$ cat src/rtl/ucsbece154a_defines.sv
// Shared register-file widths, the x0 constant and the write-back queue entry type.
package ucsbece154a_defines;

  localparam int REG_W   = 32;
  localparam int REG_A_W = 5;
  localparam logic [REG_A_W-1:0] X0 = 5'd0;

  typedef struct packed {
    logic [REG_A_W-1:0] rd;
    logic [REG_W-1:0]   data;
  } wbq_entry_t;

endpackage

$ cat src/rtl/ucsbece154a_wbq_match.sv
// Newest-to-oldest search of the write-back queue for a register address.
// The data output only exists when UCSBECE154A_WBQ_FWD_EN is defined.
module ucsbece154a_wbq_match
  import ucsbece154a_defines::*;
#(
  parameter  int DEPTH = 4,
  localparam int PTR_W = $clog2(DEPTH)
) (
  input  logic [REG_A_W-1:0] rds   [DEPTH],
`ifdef UCSBECE154A_WBQ_FWD_EN
  input  logic [REG_W-1:0]   datas [DEPTH],
`endif
  input  logic [DEPTH-1:0]   valid,
  input  logic [PTR_W-1:0]   tail,
  input  logic [REG_A_W-1:0] addr,
`ifdef UCSBECE154A_WBQ_FWD_EN
  output logic [REG_W-1:0]   data,
`endif
  output logic               hit
);

  logic [PTR_W-1:0] idx;

  // Walk back from tail-1; the first valid match is the newest pending write.
  always_comb begin
    hit = 1'b0;
    idx = '0;
`ifdef UCSBECE154A_WBQ_FWD_EN
    data = '0;
`endif
    for (int k = 0; k < DEPTH; k++) begin
      idx = tail - PTR_W'(1) - PTR_W'(k);
      if (!hit && valid[idx] && (rds[idx] == addr) && (addr != X0)) begin
        hit = 1'b1;
`ifdef UCSBECE154A_WBQ_FWD_EN
        data = datas[idx];
`endif
      end
    end
  end

endmodule

$ cat src/rtl/ucsbece154a_rf_wbq.sv
// Write-back queue owning the RF write port, with read-side forwarding or stall.
// UCSBECE154A_WBQ_FWD_EN selects forwarding; otherwise reads of pending registers raise stall_o.
module ucsbece154a_rf_wbq
  import ucsbece154a_defines::*;
#(
  parameter  int DEPTH = 4,
  localparam int PTR_W = $clog2(DEPTH)
) (
  input  logic               clk,
  input  logic               reset,
  input  logic               enq_valid_i,
  output logic               enq_ready_o,
  input  logic [REG_A_W-1:0] enq_rd_i,
  input  logic [REG_W-1:0]   enq_data_i,
  input  logic               drain_en_i,
  output logic               rf_we3_o,
  output logic [REG_A_W-1:0] rf_a3_o,
  output logic [REG_W-1:0]   rf_wd3_o,
  input  logic [REG_A_W-1:0] a1_i,
  input  logic [REG_A_W-1:0] a2_i,
  input  logic [REG_W-1:0]   rf_rd1_i,
  input  logic [REG_W-1:0]   rf_rd2_i,
  output logic [REG_W-1:0]   rd1_o,
  output logic [REG_W-1:0]   rd2_o,
  output logic               stall_o,
  output logic [PTR_W:0]     count_o
);

  wbq_entry_t         entry_q [DEPTH];
  logic [DEPTH-1:0]   valid_q;
  logic [PTR_W-1:0]   head_q, tail_q;
  logic [PTR_W:0]     count_q;

  logic               full, empty;
  logic               enq_fire, enq_store, deq;
  logic [REG_A_W-1:0] rds [DEPTH];
  logic               hit1, hit2;

  assign full      = (count_q == (PTR_W+1)'(DEPTH));
  assign empty     = (count_q == '0);
  assign enq_fire  = enq_valid_i && !full;
  // x0 writes complete the handshake but never occupy an entry.
  assign enq_store = enq_fire && (enq_rd_i != X0);
  assign deq       = !empty && drain_en_i;

  always_ff @(posedge clk) begin
    if (reset) begin
      head_q  <= '0;
      tail_q  <= '0;
      count_q <= '0;
      valid_q <= '0;
    end else begin
      if (enq_store) begin
        valid_q[tail_q] <= 1'b1;
        tail_q          <= tail_q + PTR_W'(1);
      end
      if (deq) begin
        valid_q[head_q] <= 1'b0;
        head_q          <= head_q + PTR_W'(1);
      end
      case ({enq_store, deq})
        2'b10:   count_q <= count_q + (PTR_W+1)'(1);
        2'b01:   count_q <= count_q - (PTR_W+1)'(1);
        default: count_q <= count_q;
      endcase
    end
  end

  always_ff @(posedge clk) begin
    if (enq_store) entry_q[tail_q] <= '{rd: enq_rd_i, data: enq_data_i};
  end

  assign enq_ready_o = !full;
  assign count_o     = count_q;
  assign rf_we3_o    = deq;
  assign rf_a3_o     = empty ? X0 : entry_q[head_q].rd;
  assign rf_wd3_o    = empty ? '0 : entry_q[head_q].data;

  always_comb begin
    for (int k = 0; k < DEPTH; k++) rds[k] = entry_q[k].rd;
  end

`ifdef UCSBECE154A_WBQ_FWD_EN
  logic [REG_W-1:0] datas [DEPTH];
  logic [REG_W-1:0] fwd1, fwd2;

  always_comb begin
    for (int k = 0; k < DEPTH; k++) datas[k] = entry_q[k].data;
  end
`endif

  ucsbece154a_wbq_match #(.DEPTH(DEPTH)) u_match1 (
    .rds   (rds),
`ifdef UCSBECE154A_WBQ_FWD_EN
    .datas (datas),
`endif
    .valid (valid_q),
    .tail  (tail_q),
    .addr  (a1_i),
`ifdef UCSBECE154A_WBQ_FWD_EN
    .data  (fwd1),
`endif
    .hit   (hit1)
  );

  ucsbece154a_wbq_match #(.DEPTH(DEPTH)) u_match2 (
    .rds   (rds),
`ifdef UCSBECE154A_WBQ_FWD_EN
    .datas (datas),
`endif
    .valid (valid_q),
    .tail  (tail_q),
    .addr  (a2_i),
`ifdef UCSBECE154A_WBQ_FWD_EN
    .data  (fwd2),
`endif
    .hit   (hit2)
  );

`ifdef UCSBECE154A_WBQ_FWD_EN
  assign rd1_o   = (a1_i == X0) ? '0 : (hit1 ? fwd1 : rf_rd1_i);
  assign rd2_o   = (a2_i == X0) ? '0 : (hit2 ? fwd2 : rf_rd2_i);
  assign stall_o = 1'b0;
`else
  // The head entry still counts as pending in its drain cycle; the RF only holds it from the next cycle.
  assign rd1_o   = (a1_i == X0) ? '0 : rf_rd1_i;
  assign rd2_o   = (a2_i == X0) ? '0 : rf_rd2_i;
  assign stall_o = hit1 || hit2;
`endif

endmodule

$ cat config.mk
export PLATFORM = sky130hd
export DESIGN_NAME = ucsbece154a_rf_wbq
export DESIGN_NICKNAME = d
export VERILOG_FILES = /design/src/rtl/ucsbece154a_defines.sv /design/src/rtl/ucsbece154a_wbq_match.sv /design/src/rtl/ucsbece154a_rf_wbq.sv
export SDC_FILE = /design/constraint.sdc
export NUM_CORES = 1
export LEC_CHECK = 0
export ABC_CLOCK_PERIOD_IN_PS = 5300
export CAP_MARGIN = 20
export CORE_ASPECT_RATIO = 0.6
export CORE_MARGIN = 4
export CORE_UTILIZATION = 43
export DETAILED_ROUTE_END_ITERATION = 16
export MAX_ROUTING_LAYER = met4
export PLACE_DENSITY_LB_ADDON = 0.12
export SLEW_MARGIN = 20
export SYNTH_ARGS = -nofsm -noshare
export SYNTH_HDL_FRONTEND = slang
export SYNTH_SLANG_ARGS = --single-unit
$ cat constraint.sdc
create_clock -name clk -period 5.3 [get_ports clk]
set_input_delay 1.06 -clock clk [delete_from_list [all_inputs] [get_ports clk]]
set_output_delay 1.06 -clock clk [all_outputs]
set_load 0.02 [all_outputs]
# Word-level counts from Yosys, hierarchy flattened

Memory sizes are Yosys's and may differ from the RTL's. A register that Yosys moved wholly into a read port is not among the register bits.
Cells that the tools add are included.

Register bits: 11
Memory bits (writable): 148
Word-level logic and storage cells: 130
Output and inout bits: 107
Input port bits: 115
Memories: 1

Memory list:

| memory  | words | bits a word | read ports | clocked after Yosys merged registers in | write ports | line                     | source |
|---|---|---|---|---|---|---|---|
| entry_q | 4     | 37          | 5          | 1                                       | 1           | ucsbece154a_rf_wbq.sv:29 | `wbq_entry_t entry_q [DEPTH];` |

Reduce and logical (&&, ||, !) cells: 43
Equality and inequality tests: 11
$lt $le $gt $ge: 12
Bitwise logic cells: 7
$add $sub $neg: 8
Muxes and demuxes: 44

Operators with widths:

| operator                                                                      | number |
|---|---|
| 32-bit 2-to-1 mux                                                             | 3 |
| 5-bit 2-to-1 mux                                                              | 9 |
| 5-bit binary-select mux with 2-bit select                                     | 4 |
| 5-bit == test                                                                 | 8 |
| 1-bit logical AND                                                             | 27 |
| 2-bit by 3-bit less-than comparator with 1-bit output (second input constant) | 6 |
| 1-bit 2-to-1 mux                                                              | 16 |
| 5-bit nonzero test                                                            | 3 |
| 3-bit >= comparator (second input constant)                                   | 4 |
| 4-bit 2-to-1 mux                                                              | 3 |
| 2-bit NOT with 3-bit output                                                   | 4 |
| 5-bit zero test                                                               | 2 |
| 1-bit binary-select mux with 2-bit select                                     | 4 |
| 1-bit zero test                                                               | 8 |
| 3-bit case mux with 2 select lines                                            | 1 |
| 2-bit by 1-bit adder with 2-bit output (second input constant)                | 2 |
| 4-bit AND                                                                     | 1 |
| 1-bit demux with 2-bit select                                                 | 2 |
| 2-bit by 1-bit >= comparator with 1-bit output (second input constant)        | 2 |
| 2-bit 2-to-1 mux                                                              | 2 |
| 4-bit NOT                                                                     | 1 |
| 4-bit OR                                                                      | 1 |
| 2-bit by 1-bit subtractor with 2-bit output (second input constant)           | 2 |
| 2-bit subtractor (second input constant)                                      | 2 |
| 8 further kinds                                                               | 8 |

# Logic depth before layout (Yosys ltp)

Gate-level depths: netlist of run 1.

Word-level depth: 25
Gate-level depth with buffers: 13
Mapped depth without buffers: 11

# By module

Synthesis of run 1 repeated with hierarchy kept, for this count alone.

Cell total of the unflattened synthesis: 589
Area, all modules: 8350.5 um2

Modules (own cells, without submodules):

| module                | times used | cells each | area each (um2) | sequential area each (um2) |
|---|---|---|---|---|
| ucsbece154a_rf_wbq    | 1          | 383        | 6741.5          | 4704.5 |
| ucsbece154a_wbq_match | 2          | 103        | 804.5           | 0.0 |

# Worst setup path before layout of run 1

No wires, ideal clock.

Path type: register -> output
Start point: register tail_q[0]
End point: output port stall_o
Stages on the path, launching flop included: 14
Buffers on the path: 4
Path slack: 1.477 ns
Arrival: 2.763 ns
Required time: 4.240 ns
Cells stage by stage: dfxtp_1 > buf_6 > buf_4 > inv_1 > ha_1 > clkbuf_1 > inv_1 > buf_1 > mux2i_1 > xnor2_1 > nand4_1 > nor2_1 > nor3_1 > o2111ai_1

Cells in the longest elaborated chain, start to end: 25
Elaborated cells between the ends (all ways): 73
Those cells by class: add/sub (4); eq/ne (8); mux (28); bitwise (4); reduce/logical (29)

RTL lines:

| element                                             | line                        | source |
|---|---|---|
| start: declaration                                  | ucsbece154a_rf_wbq.sv:31    | `logic [PTR_W-1:0] head_q, tail_q;` |
| start signal: assignment                            | ucsbece154a_rf_wbq.sv:55    | `tail_q <= tail_q + PTR_W'(1);` |
| 2-bit by 1-bit subtractor with 2-bit output *       | ucsbece154a_wbq_match.sv:32 | `idx = tail - PTR_W'(1) - PTR_W'(k);` |
| 2-bit NOT with 3-bit output (not written as such)   | ucsbece154a_wbq_match.sv:33 | `if (!hit && valid[idx] && (rds[idx] == addr) && (addr != X0)) begin` |
| 5-bit binary-select mux with 2-bit select           | ucsbece154a_wbq_match.sv:33 |  |
| 5-bit 2-to-1 mux (not written as such) (2 in a row) | ucsbece154a_wbq_match.sv:33 |  |
| 5-bit == test                                       | ucsbece154a_wbq_match.sv:33 |  |
| 1-bit logical AND (2 in a row)                      | ucsbece154a_wbq_match.sv:33 |  |
| 1-bit 2-to-1 mux                                    | ucsbece154a_wbq_match.sv:33 |  |
| 1-bit zero test                                     | ucsbece154a_wbq_match.sv:33 |  |
| 1-bit logical AND (3 in a row)                      | ucsbece154a_wbq_match.sv:33 |  |
| 1-bit 2-to-1 mux                                    | ucsbece154a_wbq_match.sv:33 |  |
| 1-bit zero test                                     | ucsbece154a_wbq_match.sv:33 |  |
| 1-bit logical AND (3 in a row)                      | ucsbece154a_wbq_match.sv:33 |  |
| 1-bit 2-to-1 mux                                    | ucsbece154a_wbq_match.sv:33 |  |
| 1-bit zero test                                     | ucsbece154a_wbq_match.sv:33 |  |
| 1-bit logical AND (3 in a row)                      | ucsbece154a_wbq_match.sv:33 |  |
| 1-bit 2-to-1 mux                                    | ucsbece154a_wbq_match.sv:33 |  |
| 1-bit logical OR *                                  | ucsbece154a_rf_wbq.sv:128   | `assign stall_o = hit1 \|\| hit2;` |
| end: declaration                                    | ucsbece154a_rf_wbq.sv:25    | `output logic stall_o,` |

Every way passes the cells marked *; elsewhere a longest branch is shown, timed or not. The select of a mux whose other input is x is not followed.

# Worst setup path in the final report of run 1

Start point: register tail_q[1]
End point: output port stall_o

Same word-level chain as after synthesis.

==> run summary, run 1 <==
number of global-route vias before repair: 5,404
Hold WC Path Type: flip-flop to flip-flop
Fin. Hold Viols: 0
Fmax: 207 MHz
# IOs: 222
GPL Wtd Cong: 0.924
CTS resizes: 0
CTS tree: done
status: completed
Tcrit/Tclk final: 91.3%
synthesized area per cell: 14.8 sq um
post-route antenna net violation count: 0
Iter 0 DRT Violations: 456
Overall Global Routing Usage: 21.9%
fin util: 62.0%
total nets after synthesis: 655
Lkg Pwr: 0.00359 uW
Critical Path End Type: output pin
cts bufs inserted: 17
Final Critical Period: 4.84 ns
Setup Skew: 0.0118 ns
Port Buf Inserts: 221
first-pass GRT wire length: 32,900 um
DRC: 0
layout cells sized above 1: 12.9%
clock slew at reported path FFs: 0.07 ns
later-pin clock latency in the skew report: 0.42 ns
Synth area leader: edfxtp_1
Mapped Area: 7830 sq um
Power per Cell Area: 450 nW/um^2
post-DP HPWL: 15,900 um
post-CTS setup buffers: 0
Worst Max-Slew Pin Slew: 1.06 ns
Die ar.: 20,500 sq um
FP Rows: 37
cell with the most instances after synthesis: edfxtp_1
critical path peak fanout: 14
total number of vias: 5,264
peak supply drop: 312 uV
yosys warns: 0
main area contributors after synthesis: edfxtp_1 (57%), mux4_2 (11%), nor2b_1 (8.3%)
Rel. slew slack: 29.0%
total grt overflow: 0
CP arrival: 3.78 ns
TNS Setup: 0 ns
number of synthesized flops with an enable pin: 148
Routed WL per cell: 22.1 um
CTS Buffer Depth: 2
Slew Viols, Final: 0
Die Ht: 113 um
RSZ-0062 raised after global routing: false
Synth Flop Type: edfxtp_1
Area Overhead vs Synth: 38.6%
R2R setup slack: 2.43 ns
Setup-failing EPs final: 0
max-cap violations: 0
root buffer cell: clkbuf_16
initial antenna violation count: 2
hold buffer count at CTS: 0
total wire length: 21,900 um
Yosys top cell area share: 56.8%
synthesized flop and latch total: 161
largest net degree at the start of global routing: 39
Initial Util: 44.8%
Die W: 182 um
Post-Syn Instances: 530
Post-synth top cells: edfxtp_1 (148), nor2b_1 (104), mux4_2 (39)
Netlist cell types: 42
critical path class: flip-flop to output pin
asr flop ratio synth: 0%
DRT Pass-1 Iters: 4
Seq/Total Area, Yosys: 60.1%
CP required: 4.24 ns
Vias per Instance: 5.32
Final #Nets: 866
core area: 17,500 sq um
H-tree levels: 4
crit start category: flip-flop
clock sink count: 161
[metal layers]
layer	part of all wire, %	track usage, %	vias up	routed length, um
met5	0	-	-	0
met4	1.1	4.80	0	234
met3	7.5	5.60	14	1640
met2	48	34.4	219	10400
met1	44	29.1	2637	9630
li1	-	-	2394	-
[area by class of cell]
class	count	area, sq um
fill	1343	6650
sequential	161	4710
multi-input combinational	323	2950
timing repair buffer	229	2280
clock buffer	18	429
tap	234	293
clock inverter	14	153
inverter	9	33.8
antenna	2	5.00
[worst max-delay path, stage by stage, from the launching register on]
cell	delay [ns]
dfxtp_1	0.38
inv_1	0.08
ha_1	0.44
inv_1	0.54
nor3_1	0.15
a2111oi_2	0.41
o2111ai_1	0.18
or4_1	0.43
o2111ai_1	0.12
clkdlybuf4s50_1	0.63
[path summary, 6_finish.rpt]
check	startpoint	endpoint	depth (start not counted)
worst min register to register	valid_q[2]$_SDFF_PP0_	valid_q[2]$_SDFF_PP0_	2
worst max-delay path	tail_q[1]$_SDFFE_PP0P_	stall_o	9
worst max register to register	count_o[0]$_SDFFE_PP0P_	count_o[2]$_SDFFE_PP0P_	8
worst min-delay path	valid_q[2]$_SDFF_PP0_	valid_q[2]$_SDFF_PP0_	2
[sequential cells by signal, indices dropped and copies added, names as in the netlist, named ones only]
| register | cells |
|---|---|
| tail_q | 2 |
| entry_q | 148 |
| count_o | 3 |
| head_q | 2 |
| valid_q | 4 |
[metrics by stage]
stage / hold slack, ns / setup WS (ns) / power (uW) / std cells / instance area, sq um
after floorplan: 0.489 / 1.48 / 2840 / 530 / 7830
after global placement: 0.517 / 0.654 / 3690 / 955 / 10200
after detailed placement: 0.530 / 0.657 / 3710 / 955 / 10200
after CTS: 0.543 / 0.477 / 4910 / 987 / 10800
after global routing: 0.553 / 0.274 / 5110 / 990 / 10900
final: 0.536 / 0.461 / 4880 / 990 / 10900
[kinds of logic after synthesis]
group,Yosys count,synth area share (%)
buf+inv,46,2.49
simple gates,162,11.9
mux,73,15.9
flops,161,60.1
xor+xnor,45,5.03
compound gates,33,2.94
fa+ha+maj,10,1.69
[cell usage in the layout (no fill, tap or decap), drive strengths merged, types with 7 or more instances in the layout]
master         Yosys  final
clkdlybuf4s50      0    221
edfxtp           148    148
nor2b            104    104
mux4              39     39
xnor2             29     29
mux2i             27     27
nor2              23     23
clkbuf            29     18
xor2              16     16
inv                9     14
dfxtp             13     13
nor3              10     10
ha                 9      9
buf                8      8
nand2              7      7
a21oi              7      7
mux2               7      7
[power by group]
part	total [uW]	leakage [uW]	switching, uW	internal (uW)
logic	2000	0.00185	1050	958
registers	1670	0.00146	132	1540
clock network	1210	0.000276	505	700
No activity file was read; power rests on OpenSTA's default activity.
==> inputs of run 2 (changes only) <==
==> constraint.sdc (replaced) <==
create_clock -name clk -period 5.3 [get_ports clk]
set_input_delay 1.59 -clock clk [delete_from_list [all_inputs] [get_ports clk]]
set_output_delay 1.59 -clock clk [all_outputs]
set_load 0.02 [all_outputs]
==> run 2 against run 1 <==
  * Die area stayed put
  * Core utilization is 1.1 points higher
  * Global-route usage is 0.12 points lower
  * Clock skew hardly changed
  * Critical path depth is 2 lower
  * Combinational power hardly changed
  * Design area is 1.8% higher
  * Largest power group unchanged
  * Setup slack worse by 0.41 ns
  * First-iteration DRC count is 14% lower
  * Non-clock buffer count is 25 higher
==> run summary, run 2 (same netlist as run 1, synthesis figures left out) <==
Lkg Pwr: 0.00385 uW
layout cells sized above 1: 16.1%
CP arrival: 3.66 ns
Final #Nets: 891
clock slew at reported path FFs: 0.07 ns
Worst Max-Slew Pin Slew: 1.05 ns
clock sink count: 161
root buffer cell: clkbuf_16
crit start category: input pin
initial antenna violation count: 2
critical path class: input pin to output pin
RSZ-0062 raised after global routing: false
commonest cells after routing, fill and taps aside: clkdlybuf4s50_1 (153), edfxtp_1 (148), nor2b_1 (104), dlygate4sd2_1 (65), mux4_2 (39)
Critical Path End Type: output pin
CP required: 3.71 ns
number of global-route vias before repair: 5,641
total number of vias: 5,366
Finished Layout Cells: 1,014
Overall Global Routing Usage: 21.8%
Critical-path top delay cell: or4_1
post-route antenna net violation count: 0
commonest non-fill, non-tap cell in the layout: clkdlybuf4s50_1
Setup-failing EPs final: 0
peak supply drop: 437 uV
busiest grt layer: met2
H-tree levels: 4
slowest cell delay on critical path: 0.59 ns
Fin. Hold Viols: 0
Setup Skew: 0.0120 ns
Rel. slew slack: 29.8%
Die ar.: 20,500 sq um
CTS Buffer Depth: 2
post-DP HPWL: 16,000 um
CP top delay family: buffers and inverters
cts bufs inserted: 17
Routed WL per cell: 21.5 um
met1 GRT Util: 28.5%
Die W: 182 um
Biggest register: entry_q
first-pass GRT wire length: 32,900 um
total grt overflow: 0
Vias per Instance: 5.29
later-pin clock latency in the skew report: 0.41 ns
critical path peak fanout: 32
GPL Wtd Cong: 0.917
# IOs: 222
Hold WC Path Type: flip-flop to flip-flop
Area Overhead vs Synth: 41.1%
max-cap violations: 0
fill cell count: 1,311
Die Ht: 113 um
status: completed
CP cell instances: clkdlybuf4s50_1 > buf_4 > or4_1 > nor2_2 > buf_12 > nor2b_1 > dlygate4sd2_1
crit path buf inv count: 4
FP Rows: 37
Port Buf Inserts: 221
hold buffer count at CTS: 0
Power per Cell Area: 442 nW/um^2
Final Critical Period: 5.25 ns
Tcrit/Tclk final: 99.0%
met2 GRT Util: 35.3%
fin util: 63.2%
DRC: 0
DRT Pass-1 Iters: 5
Iter 0 DRT Violations: 394
core area: 17,500 sq um
total wire length: 21,800 um
Slew Viols, Final: 0
M3 GR Usage: 4.40%
CTS tree: done
placed insts: 979
max FFs per register: 148
largest net degree at the start of global routing: 38
Initial Util: 44.8%
Fmax: 191 MHz
## run 2: changes by cell type in the layout (fill, tap and decap cells not counted), sizes merged
cell	delta
clkinv	-1
buf	+25
clkdlybuf4s50	-68
dlygate4sd2	+65
dlymetal6s2s	+2
clkinvlp	+1
## run 2: worst register-to-register path: stages (launching register included)
cell     delay [ns]
dfxtp_1        0.42
inv_1          0.11
nand3_1        0.12
nand2_1        0.07
a21oi_1        0.56
and2_2         0.44
buf_4          0.47
## run 2: metal layers
metal / routed length, um / up-vias
met5: 0 / -
met2: 10500 / 201
li1: - / 2437
met4: 257 / 0
met1: 9660 / 2714
met3: 1360 / 14
## run 2: per-stage QoR
step	cell area, sq um	total power (uW)	hold slack, ns	setup WS [ns]	setup TNS (ns)
after floorplan	7830	2840	0.489	0.570	0
after global placement	10500	3720	0.518	-0.281	-9.53
after detailed placement	10500	3740	0.530	-0.258	-11.09
after CTS	11000	4920	0.540	0.0216	0
after global routing	11100	5110	0.583	0.00580	0
final	11100	4880	0.554	0.0525	0
## run 2: area by class of cell
| cell class | instances | area (sq um) | area share [%] |
|---|---|---|---|
| antenna | 2 | 5.00 | 0.0453 |
| clock buffer | 17 | 425 | 3.85 |
| clock inverter | 14 | 155 | 1.40 |
| inverter | 9 | 33.8 | 0.306 |
| multi-input combinational | 323 | 2960 | 26.8 |
| sequential | 161 | 4710 | 42.6 |
| tap | 234 | 293 | 2.65 |
| timing repair buffer | 254 | 2470 | 22.4 |
## run 2: path summary, 6_finish.rpt
path,endpoint,startpoint,cells past startpoint,slack (ns)
max reg2reg,entry_q[2][12]$_DFFE_PP_,count_o[1]$_SDFFE_PP0P_,6,2.74
max,rd2_o[18],a2_i[1],7,0.05
min,count_o[2]$_SDFFE_PP0P_,count_o[2]$_SDFFE_PP0P_,2,0.55
min reg2reg,count_o[2]$_SDFFE_PP0P_,count_o[2]$_SDFFE_PP0P_,2,0.55
## run 2: what timing repair did
item	in CTS	in global routing
setup endpoints to repair	65	33
endpoints found under the hold margin	0	0
pin swaps	0	2
buffers inserted	0	1
gates resized for setup	67	7
gates cloned	0	1
## run 2: power by group
| group | switching [uW] | internal [uW] | total (uW) |
|---|---|---|---|
| clock network | 500 | 699 | 1200 |
| logic | 1050 | 969 | 2020 |
| registers | 116 | 1540 | 1660 |
| total | 1670 | 3210 | 4880 |
==> RTL change 1 (config.mk and constraints of run 1) <==
Set the package constant `REG_A_W` to 10 (it was 5).
--- a/src/rtl/ucsbece154a_defines.sv
+++ b/src/rtl/ucsbece154a_defines.sv
@@ -4,3 +4,3 @@
   localparam int REG_W   = 32;
-  localparam int REG_A_W = 5;
+  localparam int REG_A_W = 10;
   localparam logic [REG_A_W-1:0] X0 = 5'd0;
Ports: changed (resized a1_i, a2_i, enq_rd_i and rf_a3_o); port bits go from 222 to 242. No check against the original RTL was run, so the function may have changed too.
==> RTL change 1 against run 1 <==
Synthesized area rose by 27%; design area rose by 22%; largest power group unchanged; setup slack got worse by 0.23 ns; maximum frequency fell by 4.6%; power rose by 16%; utilization fell by 3.1 points; sequential cell count rose by 20; hold slack improved by 0.0068 ns; wire length rose by 29%.
==> RTL change 1: results (changes against run 1) <==
status: completed (unchanged)
share of post-route cells with drive strength above 1: 15.2% (was 12.9%)
DRT Wirelength: 28300 um (was 21900 um)
fraction of area in registers: 40.2% (was 43.4%)
RR Startpoint: count_o[2] (was count_o[0])
leakage power: 4.25 nW (was 3.59 nW)
WP data arrival: 4.01 ns (was 3.78 ns)
vias in the first global route: 6591 (was 5404)
max reg flops: 168 (was 148)
HP Start: valid_q[1] (was valid_q[2])
met3 routed WL: 1560 um (was 1640 um)
PortBufs: 241 (was 221)
Non-Clock Buffer Area Fraction: 19.5% (was 21.0%)
All-Layer GR Usage: 22.5% (was 21.9%)
switching part of the total power: 34.8% (was 34.5%)
area post-placement: 12600 um2 (was 10200 um2)
WHS Endpoint: valid_q[1] (was valid_q[2])
r2r setup slk: 2.38 ns (was 2.43 ns)
routed vias: 6510 (was 5264)
cell count after placement: 1165 (was 955)
first-pass GRT wire length: 42000 um (was 32900 um)
Non-CTS inverters: 11 (was 9)
R2R depth: 9 (was 8)
combinational share of power: 43.7% (was 41.0%)
met3 GRT Util: 5.11% (was 5.60%)
met1 GRT Util: 33.1% (was 29.1%)
slew of the pin with the lowest slew margin: 0.979 ns (was 1.06 ns)
Worst Skew: 0.0142 ns (was 0.0118 ns)
multi-input gates: 406 (was 323)
diode count: 0 (was 2)
initial drt markers: 478 (was 456)
clkbuf count: 19 (was 18)
Synth Instances: 651 (was 530)
first-pass iteration count of the detailed router: 5 (was 4)
initial antenna violation count: 1 (was 2)
part of the Yosys area used for sequential elements: 53.4% (was 60.1%)
wire length on met2: 13100 um (was 10400 um)
Cells on Worst Hold Path: 1 (was 2)
Non-CTS buffers: 259 (was 229)
clock latency on the worst-skew pair: 0.44 ns (was 0.42 ns)
Synth top cells by count: edfxtp_1, mux4_2, and2_1, xnor2_1, nor2b_1 (was edfxtp_1, nor2b_1, mux4_2, clkbuf_1, xnor2_1)
maximum vdd drop: 0.252 mV (was 0.312 mV)
largest net degree at the start of global routing: 65 (was 39)
gpl congestion: 0.989 (was 0.924)
XOR/XNOR Fraction of Synth Area: 6.97% (was 5.03%)
-- RTL change 1: what timing repair did --
| action | in CTS | in global routing |
|---|---|---|
| setup buffers | 0 | 0 |
| endpoints found under the setup margin | 0 | 1 |
| resized for setup | 0 | 1 |
| hold buffers | 0 | 0 |
-- RTL change 1: worst max-delay path by stage --
stage | end | slack, ns | cells past startpoint
5_1_grt | stall_o | 0.06 | 10
2_1_floorplan | stall_o | 1.11 | 13
3_3_place_gp | stall_o | 0.38 | 7
4_1_cts | stall_o | 0.05 | 10
3_5_place_dp | stall_o | 0.40 | 7
6_report | stall_o | 0.23 | 10
-- RTL change 1: critical path: cells and delay by family (launching register included) --
| kind | cells | cell delay [ns] |
|---|---|---|
| AOI/OAI and AO/OA | 4 | 1.04 |
| buffers and inverters | 3 | 0.94 |
| adders and majority gates | 1 | 0.44 |
| DFF | 1 | 0.40 |
| muxes | 1 | 0.38 |
| xor gates and xnor gates | 1 | 0.36 |
==> RTL change 2 (config.mk and constraints of run 1) <==
Made on the original files. Make the reset (`reset`) asynchronous in one clocked block.
--- a/src/rtl/ucsbece154a_rf_wbq.sv
+++ b/src/rtl/ucsbece154a_rf_wbq.sv
@@ -45,3 +45,3 @@
 
-  always_ff @(posedge clk) begin
+  always_ff @(posedge clk or posedge reset) begin
     if (reset) begin
Function: differs if reset is asserted again (counterexample within 4 cycles, from zero or initial values and one cycle with reset high); with reset held inactive, the same outputs for 4 cycles.
==> RTL change 2 against run 1 <==
Wire length is 11% lower; register-to-register slack better by 0.44 ns; power is 19% higher; clock power is 9% lower; count of clock-buffer cells in the layout stayed put; maximum frequency is 1.6% lower; synthesized area is 1.6% lower; global-route usage is 2.0 points lower; setup slack worse by 0.080 ns; design area is 1.7% lower; sequential cell count is 2 lower; largest power group unchanged; highest routed layer unchanged.
==> RTL change 2: results (changes against run 1) <==
All-Layer GR Usage: 19.8% (was 21.9%)
Cells on Worst Hold Path: 1 (was 2)
Non-CTS buffers: 228 (was 229)
vias in the first global route: 5110 (was 5404)
fraction of area in multi-input gates: 26.3% (was 27.2%)
post-synth cell types: 37 (was 42)
cell count after placement: 931 (was 955)
gpl congestion: 0.983 (was 0.924)
status: completed (unchanged)
Area Growth Syn to Fin: 38.5% (was 38.6%)
CTS H-tree depth: 4 (unchanged)
met3 GRT Util: 5.58% (was 5.60%)
wire length on met2: 8960 um (was 10400 um)
area post-placement: 10100 um2 (was 10200 um2)
HP Start: count_o[0] (was valid_q[2])
Non-Clock Buffer Area Fraction: 21.3% (was 21.0%)
worst reg2reg endpoint: count_o[2] (unchanged)
DRT Wirelength: 19500 um (was 21900 um)
initial antenna violation count: 0 (was 2)
R2R depth: 11 (was 8)
first-pass iteration count of the detailed router: 7 (was 4)
synth top area cells: edfxtp_1, mux4_2, nor2b_1 (unchanged)
part of the Yosys area used for sequential elements: 61.2% (was 60.1%)
number of synthesized flops with an enable pin: 148 (unchanged)
crit path max fanout: 25 (was 14)
Avg Cell Area, Syn: 15.3 um2 (was 14.8 um2)
post-DP HPWL: 13800 um (was 15900 um)
Setup Slack @ Placement: 0.719 ns (was 0.657 ns)
Via-to-Cell Ratio: 5.08 (was 5.32)
Slew Limit Headroom: 29.5% (was 29.0%)
largest net degree at the start of global routing: 41 (was 39)
FF+latch area: 4720 um2 (was 4710 um2)
Hold Violations, Final: 0 (unchanged)
initial drt markers: 371 (was 456)
r2r setup slk: 2.87 ns (was 2.43 ns)
RR Startpoint: count_o[0] (unchanged)
WP data arrival: 3.86 ns (was 3.78 ns)
met3 routed WL: 1240 um (was 1640 um)
post-DR wirelength/cell: 20.3 um (was 22.1 um)
met1 GRT Util: 28.5% (was 29.1%)
maximum vdd drop: 0.262 mV (was 0.312 mV)
multi-input gates: 301 (was 323)
FILL cells: 1300 (was 1343)
leakage power: 3.68 nW (was 3.59 nW)
Clock buf/inv share: 5.03% (was 5.36%)
Post-synth ARST share: 6.92% (was 0%)
Hold WS: 0.575 ns (was 0.536 ns)
CTS sink count: 159 (was 161)
syn nets: 629 (was 655)
first-pass GRT wire length: 30000 um (was 32900 um)
nets: 841 (was 866)
share of post-route cells with drive strength above 1: 13.0% (was 12.9%)
==> RTL change 2: cell types whose count changed after synthesis, moves of 4 or more <==
cell              run 1  this run
dfrtp_1               0        11
a2bb2oi_1             0         4
dfxtp_1              13         0
mux2_2                6         2
xor2_1               16        11
xnor2_1              29        39
a22oi_1               0         4
nor2_1               23        12
nand2_1               7        11
a211oi_1              6         1
==> RTL change 2: how the worst max path moves through the flow <==
stage | cells after the start | start | slack, ns | endpoint
4_1_cts | 11 | tail_q[1] | 0.43 | stall_o
3_3_place_gp | 7 | a1_i[1] | 0.77 | stall_o
2_1_floorplan | 11 | tail_q[0] | 1.19 | stall_o
5_1_grt | 10 | tail_q[1] | 0.24 | stall_o
6_report | 11 | tail_q[1] | 0.38 | stall_o
3_5_place_dp | 8 | a1_i[0] | 0.72 | stall_o
==> RTL change 2: logic make-up after synthesis <==
group | synth area share [%]
flops | 61.2
simple gates | 11.8
mux | 14.9
xor+xnor | 5.68
buf+inv | 2.56
compound gates | 2.06
fa+ha+maj | 1.72
==> RTL change 2: critical path, stage by stage (launching register included) <==
cell	delay, ns
dfrtp_1	0.37
inv_1	0.08
ha_1	0.27
buf_4	0.39
mux2i_1	0.43
xnor2_1	0.14
nor4_2	0.45
nand2_1	0.13
a2111oi_2	0.32
nor3_1	0.12
o211ai_1	0.10
clkdlybuf4s50_1	0.64
==> RTL change 2: power breakdown <==
part           total [W]  leakage (nW)  switching, W  internal (W)
registers        0.00186          1.48      0.000199       0.00166
logic            0.00284          1.94       0.00146       0.00138
clock network    0.00110         0.261      0.000496      0.000604
total            0.00580          3.68       0.00216       0.00365
